$ cat src/rtl/traffic_ctrl.sv
// Traffic-light phase controller for an NS/EW crossing, with night mode, hold,
// and registered BCD countdown digits for a 4-digit seven-segment display.
module traffic_ctrl #(
    parameter int GREEN_NS = 25,
    parameter int GREEN_EW = 20,
    parameter int YELLOW   = 5
) (
    input  logic       clk,
    input  logic       rst_n,
    input  logic       tick,
    input  logic       hold,
    input  logic       night,
    output logic [2:0] ns_light,
    output logic [2:0] ew_light,
    output logic [3:0] fir,
    output logic [3:0] sec,
    output logic [3:0] thi,
    output logic [3:0] fou
);

    typedef enum logic [2:0] {NS_G, NS_Y, EW_G, EW_Y, NIGHT} state_t;

    localparam logic [6:0] DUR_NS = 7'(GREEN_NS);
    localparam logic [6:0] DUR_EW = 7'(GREEN_EW);
    localparam logic [6:0] DUR_Y  = 7'(YELLOW);

    // Binary 0..99 to packed {tens,ones}; tens found by threshold comparison.
    function automatic logic [7:0] to_bcd(input logic [6:0] v);
        logic [3:0] tens;
        tens = 4'd0;
        for (int i = 1; i <= 9; i++) begin
            if (v >= 7'(i * 10)) tens = 4'(i);
        end
        return {tens, 4'(v - 7'(tens) * 7'd10)};
    endfunction

    localparam logic [7:0] RST_NS_BCD = to_bcd(DUR_NS);
    localparam logic [7:0] RST_EW_BCD = to_bcd(DUR_NS + DUR_Y);

    state_t     state, state_next;
    logic [6:0] cnt, cnt_next;
    logic       blink, blink_next;
    logic [6:0] ns_rem, ew_rem;
    logic [7:0] ns_bcd, ew_bcd;

    // Night overrides everything; leaving night restarts the cycle from NS green.
    always_comb begin
        state_next = state;
        cnt_next   = cnt;
        blink_next = blink;
        if (night) begin
            if (state != NIGHT) begin
                state_next = NIGHT;
                blink_next = 1'b1;
            end else if (tick) begin
                blink_next = ~blink;
            end
        end else if (state == NIGHT) begin
            state_next = NS_G;
            cnt_next   = DUR_NS;
            blink_next = 1'b0;
        end else if (tick && !hold) begin
            if (cnt == 7'd1) begin
                case (state)
                    NS_G: begin state_next = NS_Y; cnt_next = DUR_Y;  end
                    NS_Y: begin state_next = EW_G; cnt_next = DUR_EW; end
                    EW_G: begin state_next = EW_Y; cnt_next = DUR_Y;  end
                    default: begin state_next = NS_G; cnt_next = DUR_NS; end
                endcase
            end else begin
                cnt_next = cnt - 7'd1;
            end
        end
    end

    always_ff @(posedge clk or negedge rst_n) begin
        if (!rst_n) begin
            state <= NS_G;
            cnt   <= DUR_NS;
            blink <= 1'b0;
        end else begin
            state <= state_next;
            cnt   <= cnt_next;
            blink <= blink_next;
        end
    end

    // The red direction waits for the other side's green plus yellow.
    always_comb begin
        ns_light = 3'b001;
        ew_light = 3'b100;
        ns_rem   = cnt;
        ew_rem   = cnt + DUR_Y;
        case (state)
            NS_Y: begin
                ns_light = 3'b010;
                ew_rem   = cnt;
            end
            EW_G: begin
                ns_light = 3'b100;
                ew_light = 3'b001;
                ew_rem   = cnt;
                ns_rem   = cnt + DUR_Y;
            end
            EW_Y: begin
                ns_light = 3'b100;
                ew_light = 3'b010;
                ew_rem   = cnt;
            end
            NIGHT: begin
                ns_light = {1'b0, blink, 1'b0};
                ew_light = {1'b0, blink, 1'b0};
                ns_rem   = 7'd0;
                ew_rem   = 7'd0;
            end
            default: ;
        endcase
    end

    assign ns_bcd = to_bcd(ns_rem);
    assign ew_bcd = to_bcd(ew_rem);

    always_ff @(posedge clk or negedge rst_n) begin
        if (!rst_n) begin
            {fir, sec} <= RST_NS_BCD;
            {thi, fou} <= RST_EW_BCD;
        end else begin
            {fir, sec} <= ns_bcd;
            {thi, fou} <= ew_bcd;
        end
    end

endmodule

$ cat config.mk
export PLATFORM = sky130hd
export DESIGN_NAME = traffic_ctrl
export DESIGN_NICKNAME = d
export VERILOG_FILES = /design/src/rtl/traffic_ctrl.sv
export SDC_FILE = /design/constraint.sdc
export NUM_CORES = 1
export LEC_CHECK = 0
export BUFFER_PORTS_ARGS = -buffer_cell sky130_fd_sc_hd__buf_2
export CORE_MARGIN = 2
export CORE_UTILIZATION = 62
export DETAILED_ROUTE_END_ITERATION = 12
export GPL_TIMING_DRIVEN = 0
export PLACE_DENSITY_LB_ADDON = 0.3
export RECOVER_POWER = 50
export SLEW_MARGIN = 20
export SYNTH_ARGS = -nofsm -noshare
export SYNTH_HDL_FRONTEND = slang
export SYNTH_SLANG_ARGS = --single-unit
$ cat constraint.sdc
create_clock -name clk -period 5.9 [get_ports clk]
set_input_delay 1.18 -clock clk [delete_from_list [all_inputs] [get_ports clk]]
set_output_delay 1.18 -clock clk [all_outputs]
set_load 0.05 [all_outputs]
**After elaboration in Yosys (flattened, before gate mapping)**

Cells that the tools add are included.

- Bits in registers: 27
- Bits of input ports: 5
- Logic and storage cells: 90

- Add/subtract/negate cells: 4
- $mul: 2
- Order comparisons: 18
- Equality and inequality tests: 8
- Muxes and demuxes: 36
- Bitwise gates (word level): 2
- Reductions and logical operators: 13

Operators by type and width:

| operator | count |
|---|---|
| $mux 4 | 16 |
| $ge 7x6->1 const B | 6 |
| $ge 7x7->1 const B | 6 |
| $ge 7x5->1 const B | 4 |
| $pmux 7 s2 | 2 |
| $mux 7 | 3 |
| $pmux 3 s3 | 2 |
| $mux 3 | 5 |
| $ge 7x4->1 const B | 2 |
| $pmux 5 s2 | 1 |
| $mul 4x3->3 const B | 2 |
| $sub 4x4->4 | 2 |
| $add 7x3->7 const B | 1 |
| $eq 7x1->1 const B | 1 |
| $sub 7x1->7 const B | 1 |
| $eq 3x2->1 const B | 2 |
| $mux 1 | 6 |
| $pmux 2 s3 | 1 |
| $reduce_bool 3->1 | 2 |
| $reduce_and 2->1 | 2 |
| $reduce_bool 2->1 | 2 |
| $reduce_or 2->1 | 2 |
| $eq 3x1->1 const B | 1 |
| $eq 3x3->1 const B | 1 |
| other kinds (9) | 10 |

**Logic depth before layout (Yosys ltp)**

Gate-level depths: netlist (run 1).

- Word-level depth: 15
- Gate-level depth with buffers: 15

**Worst setup path after synthesis (run 1)**

No wires, ideal clock.

- Path type: register to register
- Start point: register state[0]
- End point: register sec[3]
- Data arrival time: 3263 ps
- Required time: 5771 ps
- Setup slack: 2508 ps
- Stages on the path, launching flop included: 15
- Buffers on the path: 1
- Clock period less this slack: 3392 ps
- Cells stage by stage: dfrtp_1 > or3b_1 > buf_6 > clkinv_8 > mux2_2 > o21ai_2 > nor3b_1 > o21ai_0 > a21oi_1 > a221oi_4 > ha_1 > fa_1 > xor2_1 > xnor2_1 > xnor2_1

- Word-level cells in the longest chain between the ends: 14

Ends and longest elaborated chain:

| element | line | source |
|---|---|---|
| start, declared | 40 | `state_t state, state_next;` |
| start signal, assigned | 82 | `state <= state_next;` |
| $eq 3x3->1 / $eq 3x2->1 (equally long branches) | 94 | `case (state)` |
| $pmux 7 s2 (*) | 94 |  |
| $ge 7x4->1 | 32 | `if (v >= 7'(i * 10)) tens = 4'(i);` |
| $mux 1 | 32 |  |
| $mux 4 (7 in a row) | 32 |  |
| $mux 4 (*) | 32 |  |
| net ns_bcd[4] | 44 | `logic [7:0] ns_bcd, ew_bcd;` |
| $mul 4x3->3 (*) | 34 | `return {tens, 4'(v - 7'(tens) * 7'd10)};` |
| $sub 4x4->4 (*) | 34 |  |
| net ns_bcd[3] | 44 |  |
| end signal, assigned | 128 | `{fir, sec} <= ns_bcd;` |
| end, declared | 16 | `output logic [3:0] sec,` |

Mark *: on every way through the listed nets, which the timed path passes. The rest lies on a longest branch.
A chain may end at the register's enable or synchronous reset.

**Worst setup path in the final report (run 1)**

Same ends and word-level chain as after synthesis.

==> results of run 1 <==
==> report_power, final <==
| group | internal, mW | switching, mW | total (mW) |
|---|---|---|---|
| clock | 0.0256 | 0.0576 | 0.0832 |
| combinational | 0.353 | 0.713 | 1.07 |
| sequential | 0.262 | 0.0234 | 0.285 |
| total | 0.641 | 0.794 | 1.43 |
==> state kept, by name, summed over array words and instances (netlist names) <==
| signal | flops |
|---|---|
| sec | 4 |
| blink | 1 |
| thi | 4 |
| state | 3 |
| fou | 4 |
| cnt | 7 |
| fir | 4 |
==> tightest hold or removal path, stage by stage (launching register included) <==
cell and delay [ns]:
sky130_fd_sc_hd__dfrtp_1 0.41, sky130_fd_sc_hd__inv_1 0.06, sky130_fd_sc_hd__a21oi_1 0.06
==> cell usage after synthesis, types with 3 or more instances <==
cell type                   n
sky130_fd_sc_hd__o22ai_1    3
sky130_fd_sc_hd__o31ai_1    4
sky130_fd_sc_hd__nor3_1    13
sky130_fd_sc_hd__nand2_1   12
sky130_fd_sc_hd__inv_1     14
sky130_fd_sc_hd__mux2_2     3
sky130_fd_sc_hd__dfrtp_1   19
sky130_fd_sc_hd__o21a_1     4
sky130_fd_sc_hd__nand3_1    8
sky130_fd_sc_hd__or3_1      4
sky130_fd_sc_hd__nor2b_1    3
sky130_fd_sc_hd__nor2_1    31
sky130_fd_sc_hd__o21ai_0   17
sky130_fd_sc_hd__a21o_1     4
sky130_fd_sc_hd__ha_1       5
sky130_fd_sc_hd__mux2i_1    8
sky130_fd_sc_hd__clkbuf_1   8
sky130_fd_sc_hd__a21oi_1   17
sky130_fd_sc_hd__xnor2_1    7
sky130_fd_sc_hd__dfstp_2    8
==> cell type report <==
type,count,area share (%)
plain buffers,13,2.84
clock buffers,3,0.983
clock inverters,1,0.218
inverters,15,3.00
multi-input cells,189,55.3
flip-flops and latches,27,29.9
well taps,46,2.51
repair buffers,26,5.24
==> worst min path at each step <==
| stage | end | start | slack (ns) |
|---|---|---|---|
| global placement | blink | blink | 0.53 |
| floorplan | blink | blink | 0.50 |
| global route | blink | blink | 0.60 |
| finish | blink | blink | 0.55 |
| CTS | blink | blink | 0.55 |
| detailed placement | blink | blink | 0.53 |
==> kinds of logic after synthesis <==
kind of cell	after synthesis	share of synthesized area [%]
AOI/OAI and AO/OA	77	26.5
xor gates and xnor gates	8	3.35
adders and majority gates	8	5.38
buffers and inverters	28	6.46
DFF	27	32.8
muxes	11	5.44
and+or+nand+nor	85	20.1
==> through the flow <==
step                std cells  power (mW)  hold WS, ns  worst slack (ns)  instance area [µm²]
detailed placement        316        1.35        0.529              2.26                 2280
finish                    320        1.43        0.547              2.00                 2290
global route              320        1.57        0.599              1.76                 2290
CTS                       320        1.44        0.546              2.22                 2310
floorplan                 244        1.16        0.501              2.51                 2090
global placement          316        1.32        0.525              2.31                 2280
==> routing by layer <==
layer  wire [µm]  track usage (%)  part of all wire, %
met5           0                0                    0
met4          90             9.17                  2.0
met3         232             3.26                  5.2
met2        2170             45.1                   49
met1        1950             32.0                   44
==> results.md, run 1 <==
Run status:
- The flow ran to the end, and the final reports show no timing, DRC or antenna violations.

Floorplan:
- The die covers 3860 µm².
- The initialized floorplan defines 21 standard-cell rows.
- The floorplan step set the die height to 62.1 µm.
- In this run the count of I/O pins placed on the die edge is 27.
- The starting density of the core is 63.7%.
- The floorplan step set the die width to 62.1 µm.
- The core region area is 3280 µm².

Finish:
- Leaving out fill and tap cells, the most frequent cells in the layout are sky130_fd_sc_hd__nor2_1 (31), sky130_fd_sc_hd__buf_2 (19), sky130_fd_sc_hd__dfrtp_1 (19), sky130_fd_sc_hd__clkbuf_1 (18).
- The fraction of final layout cells with drive strength greater than 1 is 17.9%.
- Relative to the synthesized area, the layout overhead comes to 9.50%.
- Summing all flip-flop and latch instances after layout gives 686 µm².
- The final-stage net count is 287.
- Cells fill 69.8% of the core in the end.
- The area taken by multi-input logic gates is 1270 µm².
- Leaving out fill and tap cells, the most frequent cell in the layout is sky130_fd_sc_hd__nor2_1.
- The number of fill cells is 264.
- The repair_antennas step left the layout with diodes totalling 0.

Setup path:
- The arrival time of the worst setup path is 4.14 ns.
- For the worst flop-to-flop path, the logic depth is 12.
- The dominant delay contributor by cell family on the critical path is simple AND/OR/NAND/NOR gates.
- The termination of the worst setup path is sec[3].
- The count of buffering cells on the critical path with inverters included is 1.
- The most critical setup path has its startpoint at state[0].
- The critical path depth is 12.
- The data required time at the worst endpoint is 6.14 ns.
- Of all nets on the critical path, the largest fanout is 9.
- On the worst path, the slowest cell contributes a delay of 0.99 ns.
- The cell type with the highest occurrence count on the critical path is sky130_fd_sc_hd__xnor2_1.
- Setup slack on the worst reg-to-reg path comes out at 2.00 ns.
- Walking the worst path, the cells encountered are nor3b_1 > nor2_2 > o21a_1 > or2_1 > buf_6 > o31ai_1 > a221oi_4 > ha_1 > fa_1 > xor2_1 > xnor2_1 > xnor2_1.
- The endpoint of the most critical register-to-register path is sec[3].
- The critical path is of the reg -> reg type.
- The cell at the slowest stage of the critical path is sky130_fd_sc_hd__nor3b_1.
- The startpoint identified for the worst register-to-register timing path is state[0].
- The startpoint type of the worst setup path is a register.
- The worst setup path is captured at a register.

Routing:
- The routed design has 4440 µm of wire.
- After detailed routing, the average wire length per cell comes to 13.9 µm.
- The detailed router placed 1,912 vias in this run.
- The detail-routed via count per cell is 5.98.
- The number of nets with antenna violations after detailed routing is 0.
- The number of DRC markers in iteration 0 is 105.
- For this run, design rule violations remaining after detail routing come to 0.
- The number of search-and-repair iterations in the first detailed-routing pass is 4.

Hold path:
- The number of cells traversed by the worst hold path is 2.
- The worst min-delay path category is reg -> reg.

Power and ir drop:
- In this run the static leakage power is 1.01 nW.
- VDD sags by at most 0.373 mV.
- The ratio of total power to cell area is 626 nW/µm².

Placement:
- The wire-length estimate of the detail-placed layout is 3290 µm.
- The congestion estimate from routability-driven global placement came to 0.914.
- The number of buffers inserted by port buffering is 26.

Synth:
- Summing every instance area after synthesis gives 2090 µm².
- The synthesized flop and latch total is 27.
- Yosys printed 0 warnings.
- The number of enable flip-flop cells after synthesis is 0.
- Sequential elements use 32.8% of the synthesized area.
- The portion of synthesized cell area occupied by the leading cell type is 22.7%.
- A synthesized cell averages 8.58 µm².
- The number of different library cells used by synthesis comes to 60.
- In the synthesized netlist the async set-or-reset flop fraction comes to 100%.
- The largest area contributor in the netlist is sky130_fd_sc_hd__dfrtp_1.
- The most frequently used flop master after synthesis is sky130_fd_sc_hd__dfrtp_1.
- After synthesis, the cell types taking the most area are sky130_fd_sc_hd__dfrtp_1 (23%), sky130_fd_sc_hd__dfstp_2 (10%), sky130_fd_sc_hd__nor2_1 (5.6%).
- The gate count after technology mapping is 244.
- Counting every net in the synthesized netlist gives 256.

STA:
- The time the final worst path needs with I/O delays and setup is 3.90 ns.
- The worst path uses 66.1% of the clock period.
- Clock skew on the completed layout was measured at 0.00375 ns.
- The slew at the pin with the worst max-slew slack is 1.39 ns.
- Setup repair after global routing left no endpoint under its margin.
- The final-report hold violation count is 0.
- The number of max-slew violations in the final report was 0.
- The highest achievable clock rate is 257 MHz.
- The worst pin sits at a relative slew slack of 7.48%.
- The setup TNS after final layout is 0 ns.
- Setup violations remaining at the end of the flow were counted as 0.

Clocking:
- The clock insertion delay at the later pin of the skew report is 0.34 ns.
- In this run the number of H-tree levels came out at 1.
- Post-CTS repair changed the size of 0 cells.
- The clock tree from TritonCTS is done.
- Clock-pin slew was measured on the worst setup and hold paths at 0.15 ns.
- The number of buffers inserted for hold repair after clock tree synthesis is 0.
- The cell sitting at the root of the clock tree is a sky130_fd_sc_hd__clkbuf_4.
- In this run, CTS created clock tree buffers numbering 3.
- Counting every sink on the clock net gives 27.
- The total setup buffers inserted after CTS is 0.
- The longest clock path from root to sink contains 2 buffers.

Global route:
- The number of antenna violations at the first check in global routing is 0.
- The first global-routing pass estimated 8090 µm of wire.
- The maximum number of pins on one net before global-route repair is 28.
- The via count of the first global-routing pass is 1,849.
- The total global routing overflow is 0.
- Across every metal layer, demand over resource in global routing totals 25.5%.

Job:
- The total of max-cap violations is 0.
No activity file was read; power rests on OpenSTA's default activity.
==> inputs of run 2 (changes only) <==
- ABC_AREA: not set -> 1
- CORE_UTILIZATION: 62 -> 52
- clock period: 5.9 -> 3.5 ns (I/O delays scaled with it)
==> run 2 against run 1 <==
  * Via count down 4.1%
  * Register-to-register slack worse by 1.8 ns
  * First-iteration DRC count down 30%
  * Synthesized cell count up 15%
  * Wire length down 5.0%
==> results.md, run 2 <==
Run status:
- The run finished with clean final reports.

Synth:
- The sequential cell area fraction in the yosys report is 32.7%.
- Yosys attributes the largest share of cell area to sky130_fd_sc_hd__dfrtp_1 (23%), sky130_fd_sc_hd__nand2_1 (14%), sky130_fd_sc_hd__dfstp_2 (10%).
- Of all cell types, the one taking the most synthesized area is sky130_fd_sc_hd__dfrtp_1.
- The count of yosys warnings during synthesis is 0.
- sky130_fd_sc_hd__nand2_1 is the most common cell in the netlist.
- The cell area after synthesis is 2090 µm².
- The async set or reset register ratio after synthesis is 100%.
- The number of enable flip-flop cells after synthesis is 0.
- After synthesis the netlist holds a flip-flop and latch count of 27.
- The gate count after technology mapping is 281.
- Counting distinct cell types in the post-synthesis netlist gives 41.
- Ranked by instance count, the synthesized netlist is headed by sky130_fd_sc_hd__nand2_1 (77), sky130_fd_sc_hd__inv_1 (34), sky130_fd_sc_hd__dfrtp_1 (19), sky130_fd_sc_hd__nor2_1 (19), sky130_fd_sc_hd__nand3_1 (17).
- The number of nets produced by synthesis is 293.
- Averaged over all synthesized cells, the footprint is 7.45 µm².
- The portion of synthesized cell area occupied by the leading cell type is 22.7%.
- Among all flip-flop cells after synthesis, the most frequent one is sky130_fd_sc_hd__dfrtp_1.

STA:
- The max-slew headroom at the worst pin is 4.52%.
- Static timing analysis puts the maximum clock frequency at 306 MHz.
- The clock arrives with 0.00362 ns of skew.
- Setup violations remaining at the end of the flow were counted as 0.
- At the pin with the least slew margin, the transition time is 1.43 ns.
- The worst path uses 93.4% of the clock period.
- The number of max-slew violations in the final report came to 0.
- The time the final worst path needs with I/O delays and setup is 3.27 ns.
- The final-report hold violation count was 0.
- Setup repair after global routing left no endpoint under its margin.

Setup path:
- The data required time at the worst endpoint is 3.68 ns.
- The arrival time of the worst setup path is 3.45 ns.
- The critical path is of the reg -> reg type.
- The startpoint type of the worst setup path is a register.
- The maximum fanout along the worst path is 9.
- STA classifies the critical path endpoint as a register.

Clocking:
- CTS saw 27 sinks.
- The post-CTS clock slew at the launch and capture registers of the worst setup and hold paths is 0.10 ns.
- CTS built an H-tree with a depth of 1.
- The clock tree from TritonCTS is done.
- Buffers inserted during clock tree synthesis total 3.
- The clock insertion delay at the later pin of the skew report is 0.28 ns.
- Buffers inserted to repair hold after CTS numbered 0.
- In this run the deepest clock path goes through 2 buffers.
- The clock tree root buffer cell is sky130_fd_sc_hd__clkbuf_8.

Routing:
- The detail-routed via count per cell is 5.06.
- The pre-antenna-repair detailed-routing pass consisted of 4 iterations.
- Wires add up to 4210 µm.
- The final routed wire length divided by cell count is 11.6 µm.
- Once detail routing completed, the nets flagged for antenna violations numbered 0.
- The number of DRC markers in iteration 0 is 73.
- The post-detailed-route DRC marker count is 0.
- Detailed routing inserted a total of 1,833 vias.

Placement:
- After detailed placement, the total cell area comes to 2290 µm².
- After legalization and detailed placement, the total HPWL measured 3280 µm.
- Once placement completed, the tool counted placed cells totaling 357.
- The number of buffers inserted by port buffering is 26.
- At the end of routability-driven placement, the weighted congestion stood at 0.850.

Finish:
- The most common cell after layout, fill and taps aside is sky130_fd_sc_hd__nand2_1.
- The number of flip-flops under the largest register name is 7.
- In the final layout, the share of cells above drive strength 1 is 28.5%.
- Cells fill 60.7% of the core in the end.
- cnt holds more flip-flops than any other register.
- The filler cells instantiated in the layout total 368.
- In the final design database the tool counted 325 nets.
- With fillers left out, the area of the finished cells amounts to 2390 µm².
- The total inserted antenna cells is 0.
- Excluding fillers, the count of instances in the completed layout stands at 362.
- Relative to the synthesized area, the layout overhead comes to 14.3%.
- In the layout the commonest cells are sky130_fd_sc_hd__nand2_1 (75), sky130_fd_sc_hd__inv_1 (34), sky130_fd_sc_hd__dfrtp_1 (19), sky130_fd_sc_hd__buf_2 (18), sky130_fd_sc_hd__nor2_1 (17).

Global route:
- The total global routing overflow is 0.
- The via count of the first global-routing pass is 1,753.
- The first-pass GRT wire length is 7420 µm.
- The maximum number of pins on one net before global-route repair is 28.
- The number of antenna violations at the first check in global routing is 0.
- The total track usage is 21.3%.

Floorplan:
- The core region area is 3940 µm².
- During I/O placement, the number of pins put on the boundary was 27.
- The die span in x is 67.5 µm.
- The height of the die is 67.5 µm.
- The floorplan step defined a die boundary enclosing 4550 µm².
- In this run the core area contains 23 standard-cell rows.
- The starting density of the core is 53.1%.

Job:
- The total of max-cap violations is 0.

Hold path:
- The worst min-delay path category is reg -> reg.
[run 2: routing by layer]
layer  track usage, %  wire, µm
met1             26.5      1940
met5                0         0
met2             37.3      2070
met3             2.00       126
met4             9.18        71
[run 2: critical path, stage by stage (launching register included)]
cell and delay [ns]:
sky130_fd_sc_hd__dfstp_2 0.56, sky130_fd_sc_hd__buf_4 0.16, sky130_fd_sc_hd__inv_1 0.09, sky130_fd_sc_hd__ha_4 0.26, sky130_fd_sc_hd__nand3_1 0.08, sky130_fd_sc_hd__nand2_1 0.10
sky130_fd_sc_hd__nor2_2 0.16, sky130_fd_sc_hd__o21ai_0 0.14, sky130_fd_sc_hd__nand3_1 0.10, sky130_fd_sc_hd__nand2_1 0.05, sky130_fd_sc_hd__nand2_1 0.05, sky130_fd_sc_hd__nand2_1 0.04
sky130_fd_sc_hd__nand2_1 0.05, sky130_fd_sc_hd__nand2_1 0.05, sky130_fd_sc_hd__nand2_1 0.08, sky130_fd_sc_hd__nand2_1 0.10, sky130_fd_sc_hd__ha_1 0.21, sky130_fd_sc_hd__fa_2 0.35
sky130_fd_sc_hd__xnor2_2 0.18, sky130_fd_sc_hd__xor2_2 0.18, sky130_fd_sc_hd__inv_2 0.04, sky130_fd_sc_hd__nand3_1 0.07, sky130_fd_sc_hd__nand2_1 0.06
[run 2: cell type report]
class | count | area, µm² | area share, %
repair buffers | 28 | 134 | 5.59
flip-flops and latches | 27 | 686 | 28.6
multi-input cells | 204 | 1260 | 52.7
inverters | 47 | 190 | 7.95
clock inverters | 1 | 5.00 | 0.209
clock buffers | 3 | 41.3 | 1.73
plain buffers | 2 | 12.5 | 0.523
well taps | 50 | 62.6 | 2.61
[run 2: cells by family after synthesis]
logic type,after synthesis,share of synthesized area (%)
adder cells (fa/ha/maj),7,4.90
AND/OR/NAND/NOR,142,34.1
AO/OA/AOI/OAI,46,14.3
XOR/XNOR,9,4.12
buffers and inverters,50,9.80
flip-flops,27,32.7
[run 2: final timing paths]
check	end	slack, ns	start	cells after the start
worst max-delay path	fou[3]	0.23	cnt[0]	22
worst min-delay path	blink	0.50	blink	2
worst max register to register	fou[3]	0.23	cnt[0]	22
worst min register to register	blink	0.50	blink	2
max in group asynchronous	cnt[5]	1.93	rst_n	1
min in group asynchronous	fir[2]	0.74	rst_n	1
[run 2: timing repair]
action                     in CTS  in global routing
setup buffers                   0                  2
pin swaps                       0                  7
setup endpoints to repair       1                  2
resized for setup               2                 14
[run 2: stage by stage]
| step | hold WS [ns] | setup TNS, ns | setup slack, ns |
|---|---|---|---|
| 5_1_grt | 0.549 | 0 | 0.00552 |
| 3_3_place_gp | 0.485 | 0 | 0.0679 |
| 6_report | 0.502 | 0 | 0.232 |
| 4_1_cts | 0.434 | 0 | 0.00500 |
| 3_5_place_dp | 0.482 | -0.0427 | -0.0427 |
| 2_1_floorplan | 0.404 | 0 | 0.355 |
Power of run 2 is not shown: default switching activity piles up to over one toggle a cycle in this logic, so the estimate is an artifact.
